[src/rtl/lane_register_scheduler.sv]
// Sequencer for the 4-lane note register: fetches a pattern row per beat, runs a
// fixed hit window in which key presses clear lanes, then scores hits and misses.
module lane_register_scheduler #(
  parameter int WIN_CYC = 16,
  parameter int CNT_W   = 8
) (
  input  logic             C,
  input  logic             clr,
  input  logic             start,
  input  logic             stop,
  input  logic             beat,
  output logic             row_req,
  input  logic             row_vld,
  input  logic [3:0]       row_data,
  input  logic             row_last,
  input  logic [3:0]       key,
  output logic [3:0]       reg_d,
  output logic [3:0]       reg_clr,
  output logic             busy,
  output logic             done,
  output logic [CNT_W-1:0] hit_cnt,
  output logic [CNT_W-1:0] miss_cnt
);

  typedef enum logic [2:0] {
    S_IDLE  = 3'd0,
    S_REQ   = 3'd1,
    S_WIN   = 3'd2,
    S_SCORE = 3'd3,
    S_WAIT  = 3'd4
  } state_e;

  localparam logic [CNT_W-1:0] CNT_MAX = {CNT_W{1'b1}};
  localparam logic [7:0]       WIN_LD  = 8'(WIN_CYC - 1);

  state_e           state_q, state_d;
  logic [3:0]       lanes_q, lanes_d;
  logic             last_q, last_d;
  logic [7:0]       win_q, win_d;
  logic [CNT_W-1:0] hit_q, hit_d;
  logic [CNT_W-1:0] miss_q, miss_d;
  logic             done_q, done_d;

  function automatic logic [2:0] pop4(input logic [3:0] v);
    pop4 = {2'b00, v[0]} + {2'b00, v[1]} + {2'b00, v[2]} + {2'b00, v[3]};
  endfunction

  // Add at full width, then clamp so the score never wraps.
  function automatic logic [CNT_W-1:0] sat_add(input logic [CNT_W-1:0] a, input logic [2:0] b);
    logic [CNT_W+2:0] s;
    s = (CNT_W+3)'(a) + (CNT_W+3)'(b);
    if (s > (CNT_W+3)'(CNT_MAX)) begin
      sat_add = CNT_MAX;
    end else begin
      sat_add = s[CNT_W-1:0];
    end
  endfunction

  // Next-state, lane mirror and score update.
  always_comb begin
    state_d = state_q;
    lanes_d = lanes_q;
    last_d  = last_q;
    win_d   = win_q;
    hit_d   = hit_q;
    miss_d  = miss_q;
    done_d  = 1'b0;
    if (stop) begin
      state_d = S_IDLE;
      lanes_d = 4'b0000;
    end else begin
      case (state_q)
        S_IDLE: begin
          lanes_d = 4'b0000;
          if (start) begin
            state_d = S_REQ;
            hit_d   = '0;
            miss_d  = '0;
            last_d  = 1'b0;
          end else begin
            state_d = S_IDLE;
          end
        end
        S_REQ: begin
          if (row_vld) begin
            lanes_d = row_data;
            last_d  = row_last;
            win_d   = WIN_LD;
            state_d = S_WIN;
          end else begin
            state_d = S_REQ;
          end
        end
        S_WIN: begin
          lanes_d = lanes_q & ~key;
          hit_d   = sat_add(hit_q, pop4(key & lanes_q));
          miss_d  = sat_add(miss_q, pop4(key & ~lanes_q));
          if (win_q == 8'd0) begin
            state_d = S_SCORE;
          end else begin
            win_d = win_q - 8'd1;
          end
        end
        S_SCORE: begin
          miss_d  = sat_add(miss_q, pop4(lanes_q));
          lanes_d = 4'b0000;
          if (last_q) begin
            done_d  = 1'b1;
            state_d = S_IDLE;
          end else begin
            state_d = S_WAIT;
          end
        end
        S_WAIT: begin
          if (beat) begin
            state_d = S_REQ;
          end else begin
            state_d = S_WAIT;
          end
        end
        default: begin
          state_d = S_IDLE;
          lanes_d = 4'b0000;
        end
      endcase
    end
  end

  // State registers with synchronous reset.
  always_ff @(posedge C) begin
    if (clr) begin
      state_q <= S_IDLE;
      lanes_q <= 4'b0000;
      last_q  <= 1'b0;
      win_q   <= 8'd0;
      hit_q   <= '0;
      miss_q  <= '0;
      done_q  <= 1'b0;
    end else begin
      state_q <= state_d;
      lanes_q <= lanes_d;
      last_q  <= last_d;
      win_q   <= win_d;
      hit_q   <= hit_d;
      miss_q  <= miss_d;
      done_q  <= done_d;
    end
  end

  // reg_d leads lanes_q by one edge so the external register Q tracks lanes_q.
  assign reg_d    = clr ? 4'b0000 : lanes_d;
  assign reg_clr  = {4{clr}};
  assign row_req  = (state_q == S_REQ);
  assign busy     = (state_q != S_IDLE);
  assign done     = done_q;
  assign hit_cnt  = hit_q;
  assign miss_cnt = miss_q;

endmodule

[config.mk]
export PLATFORM = sky130hd
export DESIGN_NAME = lane_register_scheduler
export DESIGN_NICKNAME = d
export VERILOG_FILES = /design/src/rtl/lane_register_scheduler.sv
export SDC_FILE = /design/constraint.sdc
export NUM_CORES = 1
export LEC_CHECK = 0
export BUFFER_PORTS_ARGS = -buffer_cell sky130_fd_sc_hd__buf_2
export CORE_MARGIN = 1.5
export CORE_UTILIZATION = 58
export CTS_BUF_LIST = sky130_fd_sc_hd__clkbuf_8
export DETAILED_ROUTE_END_ITERATION = 10
export PLACE_DENSITY = 0.83
export SYNTH_ARGS = -nofsm -noshare
export SYNTH_HDL_FRONTEND = slang
export SYNTH_SLANG_ARGS = --single-unit
[constraint.sdc]
create_clock -name C -period 4 [get_ports C]
set_input_delay 0.2 -clock C [delete_from_list [all_inputs] [get_ports C]]
set_output_delay 0.2 -clock C [all_outputs]
set_load 0.02 [all_outputs]
==> summary.md, run 1 <==
| Metric | Value |
|---|---|
| Post-synth cell types | `59` |
| R2R cell count | `11` |
| Hold Vio Cnt, Final | `0` |
| GP Congestion | `0.889` |
| CTS Hold Bufs | `0` |
| First-pass GRT wire length | `9170 um` |
| Chip height | `67.2 um` |
| Layout cells sized above 1 | `18.0%` |
| Mean Syn Cell Area | `8.10 um2` |
| I/O pins | `42` |
| Crit share post-route | `74.2%` |
| Htree depth | `2` |
| Post-Syn Area | `0.00239 mm2` |
| Final hold slack | `0.194 ns` |
| Critical R2R Launch | `lanes_q[0]` |
| Post-synthesis xor/xnor area fraction | `3.30%` |
| Post_cts resized | `0` |
| Grt ovf | `0` |
| Syn_nets | `324` |
| Setup violations, final | `0` |
| Post-synth top area cell | `dfxtp_1` |
| Pre-CTS setup slack | `1.04 ns` |
| Initial antenna violation count | `0` |
| Fmax | `337 MHz` |
| Register area share after synthesis | `27.6%` |
| Largest net degree at the start of global routing | `31` |
| Worst r2r dst | `hit_cnt[6]` |
| Most frequent cells in the layout | `buf_2, dfxtp_1, nor2_1, o21ai_0, nand2_1` |
| Die ar. | `0.00451 mm2` |
| Nets | `350` |
| Rel. slew slack | `47.7%` |
| Vias | `2,301` |
| Setup TNS | `0 ns` |
| Post-CTS Setup Inserts | `0` |
| Top cell type's share of synthesized area | `27.6%` |
| Ys flop type | `dfxtp_1` |
| Row Count | `23` |
| Clock Sinks | `33` |
| Skew final | `0.00530 ns` |
| Critical Path AT | `3.12 ns` |
| Area share of fa/ha/maj cells after synthesis | `10.2%` |
| Post-route ant nets | `0` |
| Detailed Place HPWL | `4040 um` |
| Worst-path clk slew | `0.07 ns` |
| Post-synth ARST share | `0%` |
| Num CTS Buffers | `5` |
| Post-synth EDFFs | `0` |
| DRC | `0` |
| Drt initial violations | `207` |
| Critical Path End | `hit_cnt[6]` |
| Vias in the first global route | `2,014` |
| All-layer global routing usage | `26.7%` |
| Setup crit start kind | `flop` |
| P per Cell Area | `287 mW/mm2` |
| Worst setup EP type | `flop` |
| Post-synthesis register bit count | `33` |
| Top post-synthesis cells by area | `dfxtp_1, fa_1, nor2_1, o21ai_0, a21oi_1` |
| Simple-Gate Fraction of Synth Area | `25.7%` |
| Main combinational cell family by area after synthesis | `simple AND/OR/NAND/NOR gates` |
| WP data required | `4.15 ns` |
| Root Buffer | `clkbuf_8` |
| CTS tree | `yes` |
| Critical path peak fanout | `4` |
| Port Buffer Count | `41` |
| Reg2Reg Setup Slack | `1.03 ns` |
| VDD IR max | `0.182 mV` |
| Drt pass-1 iters | `5` |
| Avg WL per Cell | `15.1 um` |
| Core area | `0.00397 mm2` |
| Critical path class | `reg -> reg` |
| Synth Instances | `295` |
| Pleak | `1.09 nW` |
| Commonest non-fill, non-tap cell in the layout | `buf_2` |
| Post-layout util | `66.8%` |
| DR vias/cell | `6.19` |
| Final setup margin | `1.03 ns` |
| Final min period | `2.97 ns` |
| Syn. warnings | `0` |
| Final wirelength | `5630 um` |
| Total of max-cap violations | `0` |
| Least-Margin Pin Slew | `0.784 ns` |
| Slew Viols, Final | `0` |
| Initial Utilization | `60.2%` |
| Total power | `0.000762 W` |
| Outcome | `completed` |
| DIE WIDTH | `67.2 um` |
| Hold WC Path Type | `in -> reg` |
| Synth Area in Compound Gates | `25.2%` |
| N_diodes | `0` |
| Mux contribution to synthesized area | `0.838%` |
| Max clock buf depth | `2` |
| Synthesis-to-layout area growth | `10.9%` |
| Worst setup path startpoint | `lanes_q[0]` |
| RSZ-0062 raised after global routing | `false` |
| Worst skew pair latency | `0.29 ns` |
power by group:
part,internal [W],switching (W),leakage (nW)
sequential,0.000333,0.00000885,0.266
combinational,0.0000379,0.0000559,0.762
clock,0.000201,0.000126,0.0626
cells by family (layout without fill, tap and decap cells):
| family | Yosys count | after routing |
|---|---|---|
| and+or+nand+nor | 114 | 114 |
| AOI/OAI and AO/OA | 88 | 88 |
| DFF | 33 | 33 |
| muxes | 2 | 2 |
| buffers and inverters | 35 | 62 |
| adders and majority gates | 14 | 14 |
| xor gates and xnor gates | 9 | 9 |
worst max-delay path, cell delays in order (launching register included):
cell	delay, ns
dfxtp_1	0.35
and2_1	0.18
fa_1	0.51
inv_1	0.06
fa_1	0.43
inv_1	0.08
fa_1	0.22
and3_1	0.20
nand3_1	0.11
or3b_2	0.47
a21oi_1	0.16
nor3_1	0.06
through the flow:
stage                     std cells  area [um2]
after floorplan                 295        2390
after global placement          364        2530
after detailed placement        364        2530
after CTS                       372        2650
after global routing            372        2650
final                           372        2650
metal layers:
| layer | track usage, % | vias to the layer above | part of all wire [%] |
|---|---|---|---|
| met5 | 0 | - | 0 |
| met4 | 14.0 | 0 | 2.8 |
| met3 | 5.83 | 22 | 6.7 |
| met2 | 39.0 | 117 | 45 |
| met1 | 36.8 | 1043 | 46 |
| li1 | - | 1119 | - |
Yosys cell counts (7+ instances only):
cell type  instances
dfxtp_1           33
nor2_1            32
o21ai_0           23
nand2_1           20
a21oi_1           19
inv_1             12
nand3_1           10
fa_1               9
buf_2              8
nand2b_1           8
nor3_1             8
a22oi_1            7
clkbuf_1           7
xor2_1             7
flip-flops by register name, indices dropped and copies added, names as in the netlist:
name / cells
last_q: 1
done: 1
state_q: 3
lanes_q: 4
hit_cnt: 8
miss_cnt: 8
win_q: 8
layout make-up:
class / instances / area (um2)
Fill cell: 349 / 1320
Sequential cell: 33 / 661
Inverter: 13 / 48.8
Clock inverter: 2 / 33.8
Timing Repair Buffer: 41 / 205
Tap cell: 50 / 62.6
Multi-Input combinational cell: 227 / 1560
Clock buffer: 6 / 82.6
worst min path at each step:
stage | startpoint | to | slack (ns) | cells after the start
after global placement | row_data[2] | lanes_q[2] | 0.49 | 3
after CTS | row_data[3] | lanes_q[3] | 0.19 | 3
final | row_data[2] | lanes_q[2] | 0.19 | 3
after global routing | row_data[2] | lanes_q[2] | 0.21 | 3
after floorplan | beat | state_q[2] | 0.39 | 2
after detailed placement | row_data[2] | lanes_q[2] | 0.49 | 3
Note: power is estimated with default switching activity, not from simulation.
==> inputs of run 2 (changes only) <==
--- a/config.mk
+++ b/config.mk
@@ -7,10 +7,10 @@
 export LEC_CHECK = 0
 export BUFFER_PORTS_ARGS = -buffer_cell sky130_fd_sc_hd__buf_2
 export CORE_MARGIN = 1.5
-export CORE_UTILIZATION = 58
+export CORE_UTILIZATION = 53
 export CTS_BUF_LIST = sky130_fd_sc_hd__clkbuf_8
 export DETAILED_ROUTE_END_ITERATION = 10
-export PLACE_DENSITY = 0.83
+export PLACE_DENSITY = 0.8
 export SYNTH_ARGS = -nofsm -noshare
 export SYNTH_HDL_FRONTEND = slang
 export SYNTH_SLANG_ARGS = --single-unit
==> constraint.sdc (replaced) <==
create_clock -name C -period 2.5 [get_ports C]
set_input_delay 0.125 -clock C [delete_from_list [all_inputs] [get_ports C]]
set_output_delay 0.125 -clock C [all_outputs]
set_load 0.02 [all_outputs]
==> run 2 against run 1 <==
Compared with the run above: the flow now finishes with violations (negative setup slack); global-route usage is 2.4 points lower; clock skew is 0.00052 ns lower; power is 63% higher; worst setup slack worse by 1.1 ns; register-to-register slack worse by 1.1 ns; largest power group unchanged.
==> summary.md, run 2 (synthesis results as in run 1) <==
| Metric | Value |
|---|---|
| Outcome | `finished, violations left` |
| Failing checks | `negative setup slack` |
| N_diodes | `0` |
| R2R cell count | `11` |
| Synthesis-to-layout area growth | `20.9%` |
| P per Cell Area | `430 mW/mm2` |
| Die ar. | `0.00492 mm2` |
| Hold WC Path Type | `in -> reg` |
| Final min period | `2.60 ns` |
| Final setup margin | `-0.0979 ns` |
| Post-Layout Inst Area | `0.00289 mm2` |
| Initial Utilization | `54.9%` |
| Setup crit start kind | `flop` |
| Worst r2r dst | `hit_cnt[6]` |
| Hold path endpoint | `lanes_q[2]` |
| Worst Hold Depth | `3` |
| Drt pass-1 iters | `4` |
| Pre-CTS setup slack | `-0.121 ns` |
| CTS tree | `yes` |
| I/O pins | `42` |
| DIE WIDTH | `70.2 um` |
| Pleak | `1.18 nW` |
| Post-route ant nets | `0` |
| Total of max-cap violations | `0` |
| Rel. slew slack | `50.0%` |
| VDD IR max | `0.319 mV` |
| Largest net degree at the start of global routing | `31` |
| Largest delay share family, worst path | `adder cells` |
| DRC | `0` |
| Critical R2R Launch | `lanes_q[2]` |
| Crit share post-route | `104%` |
| CP cell instances | `and2_4 > fa_1 > inv_1 > fa_2 > inv_2 > fa_2 > and3_4 > nand3_2 > or3b_4 > a21oi_2 > nor3_1` |
| Port Buffer Count | `41` |
| Nets | `362` |
| Min-Delay Startpoint | `row_data[2]` |
| Worst path buffer plus inverter count | `2` |
| CTS Hold Bufs | `0` |
| Slowest library cell on the worst path | `fa_1` |
| Most frequent cells in the layout | `buf_2, nor2_1, dfxtp_1, o21ai_0, nand2_1` |
| Hold Vio Cnt, Final | `0` |
| Vias | `2,355` |
| Detailed Place HPWL | `4300 um` |
| Htree depth | `2` |
| Initial antenna violation count | `0` |
| CP dominant cell by count | `fa_2` |
| Reg2Reg Setup Slack | `-0.1 ns` |
| DR vias/cell | `6.10` |
| Core area | `0.00435 mm2` |
| Worst-path clk slew | `0.07 ns` |
| Layout cells sized above 1 | `31.7%` |
| Num CTS Buffers | `5` |
| Max incr delay on CP | `0.51 ns` |
| Dpl cell area | `0.00265 mm2` |
| Fmax | `385 MHz` |
| Commonest non-fill, non-tap cell in the layout | `buf_2` |
| Worst setup EP type | `flop` |
| Drt initial violations | `222` |
| Max clock buf depth | `2` |
| Clock Sinks | `33` |
| Least-Margin Pin Slew | `0.749 ns` |
| First-pass GRT wire length | `9690 um` |
| Critical path class | `reg -> reg` |
| RSZ-0062 raised after global routing | `true` |
| Avg WL per Cell | `15.6 um` |
| Root Buffer | `clkbuf_8` |
| Skew final | `0.00478 ns` |
| WP data required | `2.65 ns` |
| Worst skew pair latency | `0.29 ns` |
| GP Congestion | `0.907` |
| Final wirelength | `6010 um` |
| Chip height | `70.2 um` |
| Vias in the first global route | `2,087` |
| Row Count | `24` |
| Slew Viols, Final | `0` |
| All-layer global routing usage | `24.3%` |
| Setup violations, final | `5` |
| Critical Path AT | `2.75 ns` |
| Critical path peak fanout | `4` |
| Grt ovf | `0` |
==> run 2: cell count changes in the layout (fill, tap and decap cells not counted), moves of 4 or more <==
cell	delta
fa_1	-6
o21ai_0	-4
a21oi_2	+6
a21oi_1	-6
dfxtp_1	-4
fa_2	+6
buf_4	+11
==> run 2: tightest hold or removal path: cells and delay by family <==
family | cells | cell delay, ns
AO/OA/AOI/OAI | 1 | 0.06
buffers and inverters | 1 | 0.08
AND/OR/NAND/NOR | 1 | 0.11
==> run 2: per-layer routing <==
metal | share of wire [%] | vias to the layer above | GRT usage, % | wire length (um)
met1 | 45 | 1125 | 33.1 | 2690
li1 | - | 1138 | - | -
met4 | 1.5 | 0 | 6.84 | 91
met5 | 0 | - | 0 | 0
met2 | 48 | 80 | 39.8 | 2890
met3 | 5.6 | 12 | 4.33 | 337
==> run 2: report_power, final <==
part	switching [W]	total [W]	internal (W)
sequential	0.0000121	0.000545	0.000532
combinational	0.000101	0.000176	0.0000748
clock	0.000203	0.000523	0.000321
total	0.000315	0.00124	0.000928
==> run 2: final cells by class <==
class / instances / area, um2
Clock inverter: 2 / 33.8
Clock buffer: 6 / 82.6
Inverter: 13 / 48.8
Multi-Input combinational cell: 227 / 1690
Timing Repair Buffer: 53 / 299
Fill cell: 349 / 1470
Tap cell: 52 / 65.1
Sequential cell: 33 / 668
==> run 2: timing repair <==
item                       4_1_cts  5_1_grt
buffers inserted                 1        2
pin swaps                        6       15
resized for setup               11       17
setup endpoints to repair       11       16
==> run 2: worst max path at each step <==
stage,endpoint,from,cells past startpoint,slack [ns]
after global routing,miss_cnt[6],lanes_q[0],10,-0.21
after detailed placement,hit_cnt[6],lanes_q[2],11,-0.12
after global placement,hit_cnt[6],lanes_q[2],11,-0.09
after CTS,hit_cnt[6],lanes_q[2],11,-0.12
after floorplan,hit_cnt[6],lanes_q[2],11,-0.03
final,hit_cnt[6],lanes_q[2],11,-0.1
==> run 2: through the flow <==
step	cells	hold WS (ns)	power (W)	util, %	TNS [ns]
2_1_floorplan	295	0.320	0.000672	-	-0.0269
3_3_place_gp	375	0.410	0.000711	60.9	-0.164
3_5_place_dp	375	0.413	0.000716	60.9	-0.446
4_1_cts	384	0.120	0.00124	64.7	-0.177
5_1_grt	386	0.168	0.00129	66.4	-1.68
6_report	386	0.131	0.00124	66.4	-0.217
==> inputs of run 3 (changes only) <==
--- a/config.mk
+++ b/config.mk
@@ -11,6 +11,7 @@
 export CTS_BUF_LIST = sky130_fd_sc_hd__clkbuf_8
 export DETAILED_ROUTE_END_ITERATION = 10
 export PLACE_DENSITY = 0.8
+export RECOVER_POWER = 25
 export SYNTH_ARGS = -nofsm -noshare
 export SYNTH_HDL_FRONTEND = slang
 export SYNTH_SLANG_ARGS = --single-unit
==> run 3 against run 2 <==
Compared with the run above: the flow still finishes with violations (negative setup slack); sequential power about the same; design area decreased by 0.17%; routed wire length decreased by 0.23%; die area unchanged; via count decreased by 0.25%.
==> summary.md, run 3 (synthesis results as in run 1) <==
| Metric | Value |
|---|---|
| CTS tree | `yes` |
| Htree depth | `2` |
| R2R cell count | `11` |
| Post-route ant nets | `0` |
| DRC | `0` |
| Worst Hold Depth | `3` |
| Final min period | `2.59 ns` |
| Min-Delay Startpoint | `row_data[2]` |
| Final wirelength | `6000 um` |
| Die ar. | `0.00492 mm2` |
| Initial antenna violation count | `0` |
| Detailed Place HPWL | `4300 um` |
| Max clock buf depth | `2` |
| Final setup margin | `-0.0949 ns` |
| Drt pass-1 iters | `4` |
| Commonest non-fill, non-tap cell in the layout | `buf_2` |
| Synthesis-to-layout area growth | `20.7%` |
| All-layer global routing usage | `24.3%` |
| Net Sw Power | `0.000315 W` |
| Drt initial violations | `218` |
| Setup violations, final | `5` |
| Most frequent cells in the layout | `buf_2, nor2_1, dfxtp_1, o21ai_0, nand2_1` |
| Core area | `0.00435 mm2` |
| Clock Sinks | `33` |
| Critical path peak fanout | `4` |
| Initial Utilization | `54.9%` |
| Rel. slew slack | `49.4%` |
| Total of max-cap violations | `0` |
| Reg2Reg Setup Slack | `-0.09 ns` |
| Worst setup EP type | `flop` |
| Hold WC Path Type | `in -> reg` |
| Critical R2R Launch | `lanes_q[2]` |
| Hold Vio Cnt, Final | `0` |
| Hold path endpoint | `lanes_q[2]` |
| Largest net degree at the start of global routing | `31` |
| Avg WL per Cell | `15.5 um` |
| Critical Path AT | `2.75 ns` |
| Root Buffer | `clkbuf_8` |
| Layout cells sized above 1 | `30.5%` |
| Row Count | `24` |
| Total power | `0.00124 W` |
| P per Cell Area | `431 mW/mm2` |
| GP Congestion | `0.907` |
| Chip height | `70.2 um` |
| Sequential share of power | `43.8%` |
| Failing checks | `negative setup slack` |
| Max incr delay on CP | `0.51 ns` |
| P_int | `0.000928 W` |
| CP cell instances | `and2_4 > fa_1 > inv_1 > fa_2 > inv_2 > fa_2 > and3_4 > nand3_2 > or3b_4 > a21oi_2 > nor3_1` |
| Slew Viols, Final | `0` |
| Vias | `2,349` |
| Vias in the first global route | `2,087` |
| Slowest library cell on the worst path | `fa_1` |
| Clk pwr share | `42.1%` |
| Num CTS Buffers | `5` |
| Placed insts | `375` |
| First-pass GRT wire length | `9690 um` |
| Nets | `362` |
| Grt ovf | `0` |
| N_diodes | `0` |
| Worst skew pair latency | `0.29 ns` |
| CP dominant cell by count | `fa_2` |
| Outcome | `finished, violations left` |
| Skew final | `0.00429 ns` |
| VDD IR max | `0.320 mV` |
| Comb power frac | `14.1%` |
| Setup crit start kind | `flop` |
| Pleak | `1.17 nW` |
| CTS Hold Bufs | `0` |
| Crit share post-route | `104%` |
| Critical path class | `reg -> reg` |
| RSZ-0062 raised after global routing | `true` |
| Worst r2r dst | `hit_cnt[6]` |
| Worst-path clk slew | `0.07 ns` |
| Fmax | `385 MHz` |
| I/O pins | `42` |
| Port Buffer Count | `41` |
| DIE WIDTH | `70.2 um` |
| Least-Margin Pin Slew | `0.757 ns` |
| Non-filler cells in the finished layout | `386` |
| DR vias/cell | `6.09` |
| WP data required | `2.65 ns` |
| Sw frac | `25.3%` |
-- run 3: changes by cell type in the layout (fill, tap and decap cells not counted), sizes merged --
cell | previous run | this run
buf | 53 | 49
clkbuf | 6 | 10
-- run 3: repair_timing --
item                                    4_1_cts  5_1_grt
pin swaps                                     6       15
endpoints found under the setup margin       11       16
setup buffers                                 1        2
gates resized for setup                      11       17
cloned                                        0        0
-- run 3: how the worst max path moves through the flow --
| stage | startpoint | end | slack [ns] | depth (start not counted) |
|---|---|---|---|---|
| global route | lanes_q[0] | miss_cnt[6] | -0.21 | 10 |
| detailed placement | lanes_q[2] | hit_cnt[6] | -0.12 | 11 |
| floorplan | lanes_q[2] | hit_cnt[6] | -0.03 | 11 |
| finish | lanes_q[2] | hit_cnt[6] | -0.09 | 11 |
| global placement | lanes_q[2] | hit_cnt[6] | -0.09 | 11 |
| CTS | lanes_q[2] | hit_cnt[6] | -0.12 | 11 |
-- run 3: through the flow --
step	hold slack, ns	cell area, um2	util (%)	setup TNS, ns	setup slack (ns)
after global placement	0.410	2650	60.9	-0.164	-0.0851
after detailed placement	0.413	2650	60.9	-0.446	-0.121
after floorplan	0.320	2440	-	-0.0269	-0.0269
after global routing	0.168	2880	66.2	-1.68	-0.207
after CTS	0.120	2820	64.7	-0.177	-0.120
final	0.130	2880	66.2	-0.194	-0.0949
-- run 3: area by class of cell --
cell class | count | area, um2
Multi-Input combinational cell | 227 | 1690
Fill cell | 351 | 1470
Sequential cell | 33 | 668
Timing Repair Buffer | 53 | 294
Clock buffer | 6 | 82.6
Tap cell | 52 | 65.1
Inverter | 13 | 48.8
Clock inverter | 2 | 33.8
-- run 3: metal layers --
| metal | wire [um] | GRT usage [%] |
|---|---|---|
| met1 | 2700 | 33.1 |
| met2 | 2890 | 39.8 |
| met3 | 316 | 4.33 |
| met4 | 98 | 6.84 |
| met5 | 0 | 0 |
-- run 3: critical path, delay by kind of cell, from the launching register on --
| kind | cells | cell delay [ns] |
|---|---|---|
| buffers and inverters | 2 | 0.12 |
| adders and majority gates | 3 | 1.05 |
| AOI/OAI and AO/OA | 1 | 0.11 |
| DFF | 1 | 0.33 |
| and+or+nand+nor | 5 | 0.84 |
-- run 3: power groups by stage --
stage                     Sequential [W]  Combinational, W  Clock [W]
final                           0.000544          0.000175   0.000524
after global routing            0.000546          0.000193   0.000549
after CTS                       0.000544          0.000166   0.000531
after detailed placement        0.000556          0.000159          0
after global placement          0.000556          0.000155          0
after floorplan                 0.000553          0.000119          0
